==> config.mk <==
export PLATFORM = sky130hd
export DESIGN_NAME = afifo_pkt_reader
export DESIGN_NICKNAME = d
export VERILOG_FILES = /design/src/rtl/afifo_pkt_reader_pkg.sv /design/src/rtl/afifo_pkt_reader_skid_buf2.sv /design/src/rtl/afifo_pkt_reader.sv
export SDC_FILE = /design/constraint.sdc
export NUM_CORES = 1
export LEC_CHECK = 0
export ABC_AREA = 1
export CAP_MARGIN = 20
export CELL_PAD_IN_SITES_DETAIL_PLACEMENT = 1
export CELL_PAD_IN_SITES_GLOBAL_PLACEMENT = 1
export CORE_AREA = 5 5 112 114
export DETAILED_ROUTE_END_ITERATION = 16
export DIE_AREA = 0 0 117 119
export MAX_ROUTING_LAYER = met4
export PLACE_DENSITY_LB_ADDON = 0.1
export SLEW_MARGIN = 15
export SYNTH_ARGS = -nofsm -noshare
export SYNTH_HDL_FRONTEND = slang
export SYNTH_HIERARCHICAL = 1
export SYNTH_SLANG_ARGS = --single-unit
==> constraint.sdc <==
create_clock -name clk -period 3.65 [get_ports clk]
set_input_delay 0.9125 -clock clk [delete_from_list [all_inputs] [get_ports clk]]
set_output_delay 0.9125 -clock clk [all_outputs]
set_load 0.01 [all_outputs]
==> src/rtl/afifo_pkt_reader_pkg.sv <==
// Shared types and constants for the packet-framing read stage.
package pkt_reader_pkg;

    // Parser state: waiting for a header word, or streaming payload words.
    typedef enum logic {
        HDR     = 1'b0,
        PAYLOAD = 1'b1
    } state_e;

    // Bit position of the LEN field inside the header word.
    localparam int LEN_LSB = 0;

    // Width of the output-buffer occupancy count (0..2).
    localparam int OCC_W = 2;

endpackage

==> src/rtl/afifo_pkt_reader_skid_buf2.sv <==
// Two-entry in-order buffer with registered occupancy; the head register
// drives the output directly so there is no combinational input-to-output path.
module skid_buf2
    import pkt_reader_pkg::*;
#(
    parameter int W = 33
) (
    input  logic             clk,
    input  logic             rst_n,
    input  logic             push_i,
    input  logic             pop_i,
    input  logic [W-1:0]     din_i,
    output logic [OCC_W-1:0] occ_o,
    output logic [W-1:0]     head_o
);

    logic [W-1:0]     head_q, head_d;
    logic [W-1:0]     tail_q, tail_d;
    logic [OCC_W-1:0] occ_q, occ_d;
    logic             do_pop;
    logic             do_push;

    // A pop needs a valid head; a push is only taken when a slot is free
    // or the head is leaving in the same cycle.
    assign do_pop  = pop_i & (occ_q != 2'd0);
    assign do_push = push_i & ((occ_q != 2'd2) | do_pop);

    // Next-state selection of head/tail registers and occupancy.
    always_comb begin
        head_d = head_q;
        tail_d = tail_q;
        occ_d  = occ_q;
        case (occ_q)
            2'd0: begin
                if (do_push) begin
                    head_d = din_i;
                    occ_d  = 2'd1;
                end
            end
            2'd1: begin
                if (do_push && do_pop) begin
                    head_d = din_i;
                end else if (do_push) begin
                    tail_d = din_i;
                    occ_d  = 2'd2;
                end else if (do_pop) begin
                    occ_d  = 2'd0;
                end
            end
            default: begin
                if (do_pop) begin
                    head_d = tail_q;
                    if (do_push) begin
                        tail_d = din_i;
                    end else begin
                        occ_d  = 2'd1;
                    end
                end
            end
        endcase
    end

    // Buffer registers; reset clears contents so outputs start at zero.
    always_ff @(posedge clk or negedge rst_n) begin
        if (!rst_n) begin
            head_q <= '0;
            tail_q <= '0;
            occ_q  <= '0;
        end else begin
            head_q <= head_d;
            tail_q <= tail_d;
            occ_q  <= occ_d;
        end
    end

    assign occ_o  = occ_q;
    assign head_o = head_q;

endmodule

==> src/rtl/afifo_pkt_reader.sv <==
// Pops length-prefixed packets from a show-ahead FIFO, drops the header and
// streams the payload through a 2-entry buffer with a last-beat flag.
module afifo_pkt_reader
    import pkt_reader_pkg::*;
#(
    parameter int DW = 32,
    parameter int LW = 16
) (
    input  logic          clk,
    input  logic          rst_n,
    input  logic          fifo_empty,
    input  logic [DW-1:0] fifo_data,
    output logic          fifo_rd,
    output logic          m_valid,
    input  logic          m_ready,
    output logic [DW-1:0] m_data,
    output logic          m_last,
    output logic          pkt_done,
    output logic          zero_len,
    output logic          busy
);

    state_e           state_q;
    logic [LW-1:0]    rem_q;
    logic             zero_len_q;
    logic [LW-1:0]    hdr_len;
    logic [OCC_W-1:0] occ;
    logic             buf_push;
    logic             buf_pop;
    logic [DW:0]      buf_din;
    logic [DW:0]      buf_head;

    assign hdr_len = fifo_data[LEN_LSB +: LW];

    // Headers are always consumable; payload pops wait for a free buffer slot.
    // Deliberately independent of m_ready so the FIFO side never sees a
    // combinational path from the downstream handshake.
    assign fifo_rd = rst_n & ~fifo_empty & ((state_q == HDR) | (occ != 2'd2));

    assign buf_push = fifo_rd & (state_q == PAYLOAD);
    assign buf_pop  = m_valid & m_ready;
    assign buf_din  = {(rem_q == LW'(1)), fifo_data};

    skid_buf2 #(
        .W (DW + 1)
    ) u_buf (
        .clk    (clk),
        .rst_n  (rst_n),
        .push_i (buf_push),
        .pop_i  (buf_pop),
        .din_i  (buf_din),
        .occ_o  (occ),
        .head_o (buf_head)
    );

    // Header/payload parser with remaining-word counter and zero-length pulse.
    always_ff @(posedge clk or negedge rst_n) begin
        if (!rst_n) begin
            state_q    <= HDR;
            rem_q      <= '0;
            zero_len_q <= 1'b0;
        end else begin
            zero_len_q <= 1'b0;
            case (state_q)
                HDR: begin
                    if (fifo_rd) begin
                        if (hdr_len == '0) begin
                            zero_len_q <= 1'b1;
                        end else begin
                            rem_q   <= hdr_len;
                            state_q <= PAYLOAD;
                        end
                    end
                end
                default: begin
                    if (fifo_rd) begin
                        // rem is at least 1 here; the guard keeps it from wrapping.
                        if (rem_q != '0) begin
                            rem_q <= rem_q - LW'(1);
                        end
                        if (rem_q == LW'(1)) begin
                            state_q <= HDR;
                        end
                    end
                end
            endcase
        end
    end

    assign m_valid  = (occ != 2'd0);
    assign m_data   = buf_head[DW-1:0];
    assign m_last   = buf_head[DW];
    assign pkt_done = m_valid & m_ready & m_last;
    assign zero_len = zero_len_q;
    assign busy     = (state_q == PAYLOAD) | (occ != 2'd0);

endmodule

Word-level counts from Yosys, hierarchy flattened
Cells that the tools add are included.
- output and inout bits: 38
- register bits: 86
- input port bits: 36
- logic and storage cells: 69
- reductions and logical operators: 11
- bitwise gates (word level): 13
- $add $sub $neg: 1
- equal/unequal tests: 10
- multiplexer cells: 28
- operators with widths (operator ; number):
    33-bit 2-to-1 mux ; 6
    33-bit one-hot mux with 2 select lines ; 2
    16-bit 2-to-1 mux ; 5
    16-bit by 1-bit equality test with 1-bit output, second input constant ; 1
    16-bit zero test ; 1
    16-bit nonzero test ; 1
    16-bit by 1-bit subtractor with 16-bit output, second input constant ; 1
    2-bit 2-to-1 mux ; 6
    3-bit AND reduction ; 3
    1-bit 2-to-1 mux ; 8
    1-bit AND ; 7
    2-bit by 1-bit != test with 1-bit output, second input constant ; 3
    2-bit != test, second input constant ; 3
    5-bit AND reduction ; 1
    2-bit one-hot mux with 2 select lines ; 1
    2-bit nonzero test ; 2
    3-bit by 1-bit != test with 1-bit output, second input constant ; 1
    3-bit != test, second input constant ; 1
    1-bit NOT ; 3
    1-bit OR ; 3
    3-bit nonzero test ; 1
    2-bit by 1-bit equality test with 1-bit output, second input constant ; 1
    2-bit zero test ; 1
    1-bit logical AND ; 1

Longest topological paths before layout
Gate-level depths: netlist of run 1.
- depth in word-level cells: 8
- gate-level depth with buffers: 14
- mapped depth without buffers: 12

By module
Netlist of run 1, hierarchy kept.
- by module, submodules not included (module ; area each (µm²) ; instances ; cells each):
    skid_buf2 ; 3214.3 ; 1 ; 411
    afifo_pkt_reader ; 1455.1 ; 1 ; 234

Worst setup path before layout of run 1
OpenSTA, ideal clock, no wires.
- path type: input port to output port
- from: input port m_ready
- to: output port pkt_done
- path slack: 1.468 ns
- stages on the path: 2
- data arrival time: 1.269 ns
- path buffers: 0
- required time: 2.738 ns
- cells stage by stage: inv_1 -> nor3b_1
- longest elaborated chain between the ends: 2
- ends and longest elaborated chain (what ; line ; RTL):
    start, declared ; afifo_pkt_reader.sv:15 ; input logic m_ready,
    1-bit AND (2 in series) ; afifo_pkt_reader.sv:93 ; assign pkt_done = m_valid & m_ready & m_last;
    end, declared ; afifo_pkt_reader.sv:18 ; output logic pkt_done,
Every way passes these cells.

Worst setup path after layout of run 1
- from: input port fifo_empty
- to: output port fifo_rd
- longest elaborated chain between the ends: 3
- ends and longest elaborated chain (what ; line ; RTL):
    start, declared ; afifo_pkt_reader.sv:11 ; input logic fifo_empty,
    1-bit NOT ; afifo_pkt_reader.sv:38 ; assign fifo_rd = rst_n & ~fifo_empty & ((state_q == HDR) | (occ != 2'd2));
    1-bit AND (2 in series) ; afifo_pkt_reader.sv:38 ;
    end, declared ; afifo_pkt_reader.sv:13 ; output logic fifo_rd,
Every way passes these cells.

==> impl_metrics.ini, run 1 <==
[run_status]
outcome = complete, no violations

[clocking]
cts.sinks = 86
cts_resized = 0
htree_levels = 3
cts_tree = built
clk_latency_ns = 0.34
hold_buffers = 0
cts_buffers = 9
clk_pin_slew_ns = 0.06
cts_setup_buffers = 0
cts_root_buf = clkbuf_16
cts_max_path_buffers = 2

[worst_setup_path]
rr_endpoint = u_buf/tail_q[15]
cpMostUsedCell = clkdlybuf4s50_1
crit_fanout = 5
r2r_cells = 8
rr_startpoint = u_buf/occ_o[1]
cp_slowest_cell = clkdlybuf4s50_1
crit_chain = clkdlybuf4s50_1 > inv_1 > nand3_2 > inv_2 > clkdlybuf4s50_1
start_kind = input pin
crit_type = input pin to output port
crit_arrival_ns = 2.18
cpPeakStageDelay_ns = 0.58
r2r_slack_ns = 1.26
end_kind = output port
worst-endpoint-required_ns = 2.74

[synthesis]
netlist_instances = 645
synth_area_mm2 = 0.00467
synth.area.top_cells = dfrtp_1 46%, nand2_1 26%, nand3_1 9.5%
avgSynthCellArea_um2 = 7.24
synth-main-ff-cell = dfrtp_1
synth-seq-cells = 86
synth_cell_types = 30
yosysTopAreaCellShare_pct = 46.1
syn_nets = 683
async_flop_share_pct = 100
synth_top_cell_by_area = dfrtp_1
synth_warnings = 6
synth-edff-count = 0
yosysSeqAreaShare_pct = 46.1

[global_routing]
antenna_found_initial = 0
first_global_vias = 4782
grt_max_degree = 52
grtUsageTotal_pct = 22.0
grt_pass1_wl_um = 23800
overflow = 0

[placed_design]
gp_congestion = 0.831
io_buffers = 73
dpl.hpwl_um = 9570

[sta]
finalSetupTns_ns = 0
max_slew_margin_pct = 55.8
skew_ns = 0.00685
timing.hold.ws_ns = 0.468
fmax_mhz = 323
final.period_utilization_pct = 84.8
tightest_slew_ns = 0.663
min_period_ns = 3.10
rsz0062_at_grt = no
slew_viol_final = 0
finalHoldViolCount = 0
setup-violations-final = 0

[die]
core_mm2 = 0.0113
initial_core_util_pct = 41.2
rows = 39
die_w_um = 117
die_h_um = 119
io_pins = 74
die_area_mm2 = 0.0139

[layout]
syn_to_final_growth_pct = 22.6
n_antenna_cell = 0
fillers = 1470
final_nets = 744
drive_gt1_share_pct = 8.02

[hold_path]
hold_end = u_buf/tail_q[21]
worstHoldPathCells = 2
hp-class = flop to flop
hp-start = u_buf/tail_q[21]

[detailed_routing]
drtAntennaViolNets = 0
drtIter0Drc = 272
avgRoutedWirePerCell_um = 16.1
drc = 0
vias = 4444
drt-pass1-iter-count = 4
vias_per_cell = 5.20
wl_um = 13700

[power_and_ir_drop]
peakVddDrop_mv = 0.435
p_leak_nw = 2.96
p_per_area_mw_per_mm2 = 851

[run]
cap_viol_max_count = 0
-- layout by cell type, fill, tap and decap left out, types with 2 or more instances in the layout --
cell             synthesis  final
dfrtp_1                 86     86
nand2_1                322    322
clkinvlp_4               0      2
nor2_4                   2      2
inv_1                   23     23
ha_1                     2      2
nand3_1                 89     89
nand2_4                  3      3
nor3_1                   2      2
clkdlybuf4s50_1          0     72
inv_2                    4      4
nor2_1                  34     34
nand3_2                  8      8
buf_4                   11     10
nor2_2                   2      2
nand2_2                  4      4
or2_2                    5      5
clkbuf_16                0      9
o21ai_0                 16     16
-- cell usage after synthesis, types with 2 or more instances --
| master | number |
|---|---|
| buf_6 | 6 |
| or2_2 | 5 |
| nand2_1 | 322 |
| clkbuf_1 | 5 |
| buf_4 | 11 |
| buf_2 | 10 |
| o21ai_0 | 16 |
| nand2_2 | 4 |
| nand3_2 | 8 |
| dfrtp_1 | 86 |
| inv_1 | 23 |
| inv_2 | 4 |
| nor2_4 | 2 |
| nor3_1 | 2 |
| nand2_4 | 3 |
| ha_1 | 2 |
| nor2_1 | 34 |
| nand3_1 | 89 |
| nor2_2 | 2 |
-- logic make-up after synthesis --
kind of cell | count (synthesis) | synth area share (%)
fa+ha+maj | 2 | 0.536
simple gates | 474 | 43.2
compound gates | 23 | 3.19
flops | 86 | 46.1
buf+inv | 60 | 6.99
-- cell type report --
class                      instances  area (um2)  share of cell area, %
multi-input combinational        499        2190                   38.3
sequential                        86        2150                   37.6
timing repair buffer              82         796                   13.9
clock buffer                      11         243                   4.24
tap                              143         179                   3.12
inverter                          28         108                   1.88
clock inverter                     5        58.8                   1.03
-- where the power goes --
group          internal [mW]  switching (mW)  total (mW)
Combinational          0.855            1.41        2.27
Sequential              1.38           0.291        1.67
Clock                  0.549           0.389       0.938
Total                   2.78            2.09        4.87
-- how the worst max path moves through the flow --
| stage | from | to | slack (ns) | cells after the start |
|---|---|---|---|---|
| after global routing | m_ready | pkt_done | 0.45 | 4 |
| after floorplan | m_ready | pkt_done | 1.47 | 2 |
| after global placement | fifo_empty | fifo_rd | 0.55 | 5 |
| after CTS | fifo_empty | fifo_rd | 0.53 | 5 |
| after detailed placement | fifo_empty | fifo_rd | 0.55 | 5 |
| final | fifo_empty | fifo_rd | 0.55 | 5 |
-- stage by stage --
stage,power [mW],instance area (um2),cells,setup WS (ns),util [%]
global placement,3.85,5430,838,0.545,47.9
detailed placement,3.97,5430,838,0.550,47.9
floorplan,3.14,4670,645,1.47,-
finish,4.87,5730,854,0.553,50.6
global route,5.32,5730,854,0.447,50.6
CTS,4.94,5730,854,0.533,50.6
-- critical path, delay by kind of cell --
kind,cells,cell delay [ns]
buffers and inverters,4,1.17
and+or+nand+nor,1,0.10
-- state kept, by name, summed over array words and instances (netlist names) --
register	flops
zero_len	1
state_q	1
u_buf/head_o	33
u_buf/occ_o	2
rem_q	16
u_buf/tail_q	33
-- metal layers --
layer	part of all wire, %	track usage [%]
met2	50	36.8
met4	1.3	6.02
met5	0	-
met1	45	27.5
met3	3.4	3.25
(Power assumes the default switching activity.)
==> inputs of run 2 (changes only) <==
CORE_AREA = 5 5 116 118   (was 5 5 112 114)
DIE_AREA = 0 0 121 123   (was 0 0 117 119)
clock period = 3.1 ns   (was 3.65 ns; I/O delays follow)
==> run 2 against run 1 <==
Clock skew increased by 0.0037 ns; first-iteration DRC count decreased by 30%; critical path type unchanged; highest routed layer unchanged; design area increased by 1.6%; wire length decreased by 1.6%; via count decreased by 3.2%; critical path depth decreased by 1; clock power increased by 28%; register-to-register slack got worse by 0.55 ns; global-route usage decreased by 2.2 points.
==> impl_metrics.ini, run 2 (same netlist as run 1, synthesis figures left out) <==
[sta]
final.period_utilization_pct = 91.1
timing.hold.ws_ns = 0.452
min_period_ns = 2.83
finalSetupTns_ns = 0
fmax_mhz = 354
finalHoldViolCount = 0
rsz0062_at_grt = no
setup-violations-final = 0
tightest_slew_ns = 0.834
max_slew_margin_pct = 44.4
skew_ns = 0.0105
slew_viol_final = 0

[placed_design]
gp_congestion = 0.838
io_buffers = 73
place_inst = 870
dpl.hpwl_um = 9520
place_area_mm2 = 0.00548

[detailed_routing]
drt-pass1-iter-count = 4
wl_um = 13500
drtIter0Drc = 190
drc = 0
drtAntennaViolNets = 0
avgRoutedWirePerCell_um = 15.2
vias = 4300
vias_per_cell = 4.85

[layout]
n_antenna_cell = 0
final_cell_area_mm2 = 0.00582
final_nets = 747
fillers = 1584
final_common_cell = nand2_1
syn_to_final_growth_pct = 24.5
layout_common_cells = 322 x nand2_1, 89 x nand3_1, 86 x dfrtp_1, 72 x clkdlybuf4s50_1, 34 x nor2_1
drive_gt1_share_pct = 8.54
fin_cells = 886

[global_routing]
grt_max_degree = 64
antenna_found_initial = 0
first_global_vias = 4595
grtUsageTotal_pct = 19.7
grt_pass1_wl_um = 22600
overflow = 0

[worst_setup_path]
cp_slowest_cell = clkdlybuf4s50_1
worst-path-stages = 4
cp_num_buf_inv = 3
worst-endpoint-required_ns = 2.32
crit_chain = clkdlybuf4s50_1 > inv_1 > nor3b_1 > clkdlybuf4s50_1
r2r_slack_ns = 0.71
crit_fanout = 2
start_kind = input pin
cpPeakStageDelay_ns = 0.57
r2r_cells = 7
crit_type = input pin to output port
cpLargestDelayFamily = buffers and inverters
crit_arrival_ns = 2.05
end_kind = output port
cpMostUsedCell = clkdlybuf4s50_1

[clocking]
htree_levels = 3
cts.sinks = 86
cts_root_buf = clkbuf_16
clk_latency_ns = 0.35
cts_resized = 0
clk_pin_slew_ns = 0.07
cts_max_path_buffers = 2
cts_setup_buffers = 0
hold_buffers = 0
cts_tree = built
cts_buffers = 9

[die]
die_area_mm2 = 0.0149
initial_core_util_pct = 37.8
rows = 41
io_pins = 74
die_w_um = 121
core_mm2 = 0.0124
die_h_um = 123

[run]
cap_viol_max_count = 0

[run_status]
outcome = complete, no violations

[power_and_ir_drop]
p_per_area_mw_per_mm2 = 1000
peakVddDrop_mv = 0.349
p_leak_nw = 2.99

[hold_path]
hp-class = input pin to asynchronous set/reset pin
run 2: cell count changes in the layout (fill, tap and decap cells not counted):
cell       delta
clkbuf_1      -1
bufinv_16     +1
clkinv_2      -1
inv_6         +1
buf_4         +3
run 2: worst paths after layout:
path / start / end
min in group clk: u_buf/tail_q[16] / u_buf/tail_q[16]
worst max register to register: u_buf/occ_o[1] / u_buf/tail_q[17]
worst min register to register: u_buf/tail_q[16] / u_buf/tail_q[16]
worst max-delay path: m_ready / pkt_done
max in group asynchronous: rst_n / rem_q[0]
worst min-delay path: rst_n / u_buf/head_o[16]
run 2: final cells by class:
type / count / area, um2 / area share, %
Clock buffer: 10 / 239 / 4.11
Clock inverter: 6 / 92.6 / 1.59
Inverter: 28 / 108 / 1.85
Multi-Input combinational cell: 499 / 2190 / 37.7
Sequential cell: 86 / 2150 / 37.0
Tap cell: 172 / 215 / 3.70
Timing Repair Buffer: 85 / 818 / 14.1
run 2: routing by layer:
layer  global-route usage (%)  vias up  part of all wire (%)
met5                        -        -                     0
met1                     23.2     2065                    44
met2                     33.9       73                    51
met3                     4.39       16                   4.0
met4                     5.95        0                   1.2
li1                         -     2146                     -
run 2: report_power, final:
group	internal, mW	total [mW]	leakage, nW	switching (mW)
Combinational	1.03	2.65	1.75	1.62
Clock	0.732	1.20	0.155	0.468
Sequential	1.62	1.98	1.09	0.362
Total	3.38	5.83	2.99	2.45
run 2: through the flow:
stage / util (%) / setup WS (ns) / power (mW)
3_5_place_dp: 44.4 / 0.277 / 4.67
2_1_floorplan: - / 1.18 / 3.69
3_3_place_gp: 44.4 / 0.299 / 4.56
4_1_cts: 47.0 / 0.270 / 5.91
6_report: 47.0 / 0.274 / 5.83
5_1_grt: 47.0 / 0.211 / 6.33
run 2: worst reg2reg max path, cell delays in order, from the launching register on:
cell     delay (ns)
dfrtp_1        0.66
nor2_1         0.21
nor2_1         0.46
nand2_1        0.13
nand2_2        0.29
nand2_4        0.30
nand2_1        0.17
nand2_1        0.07
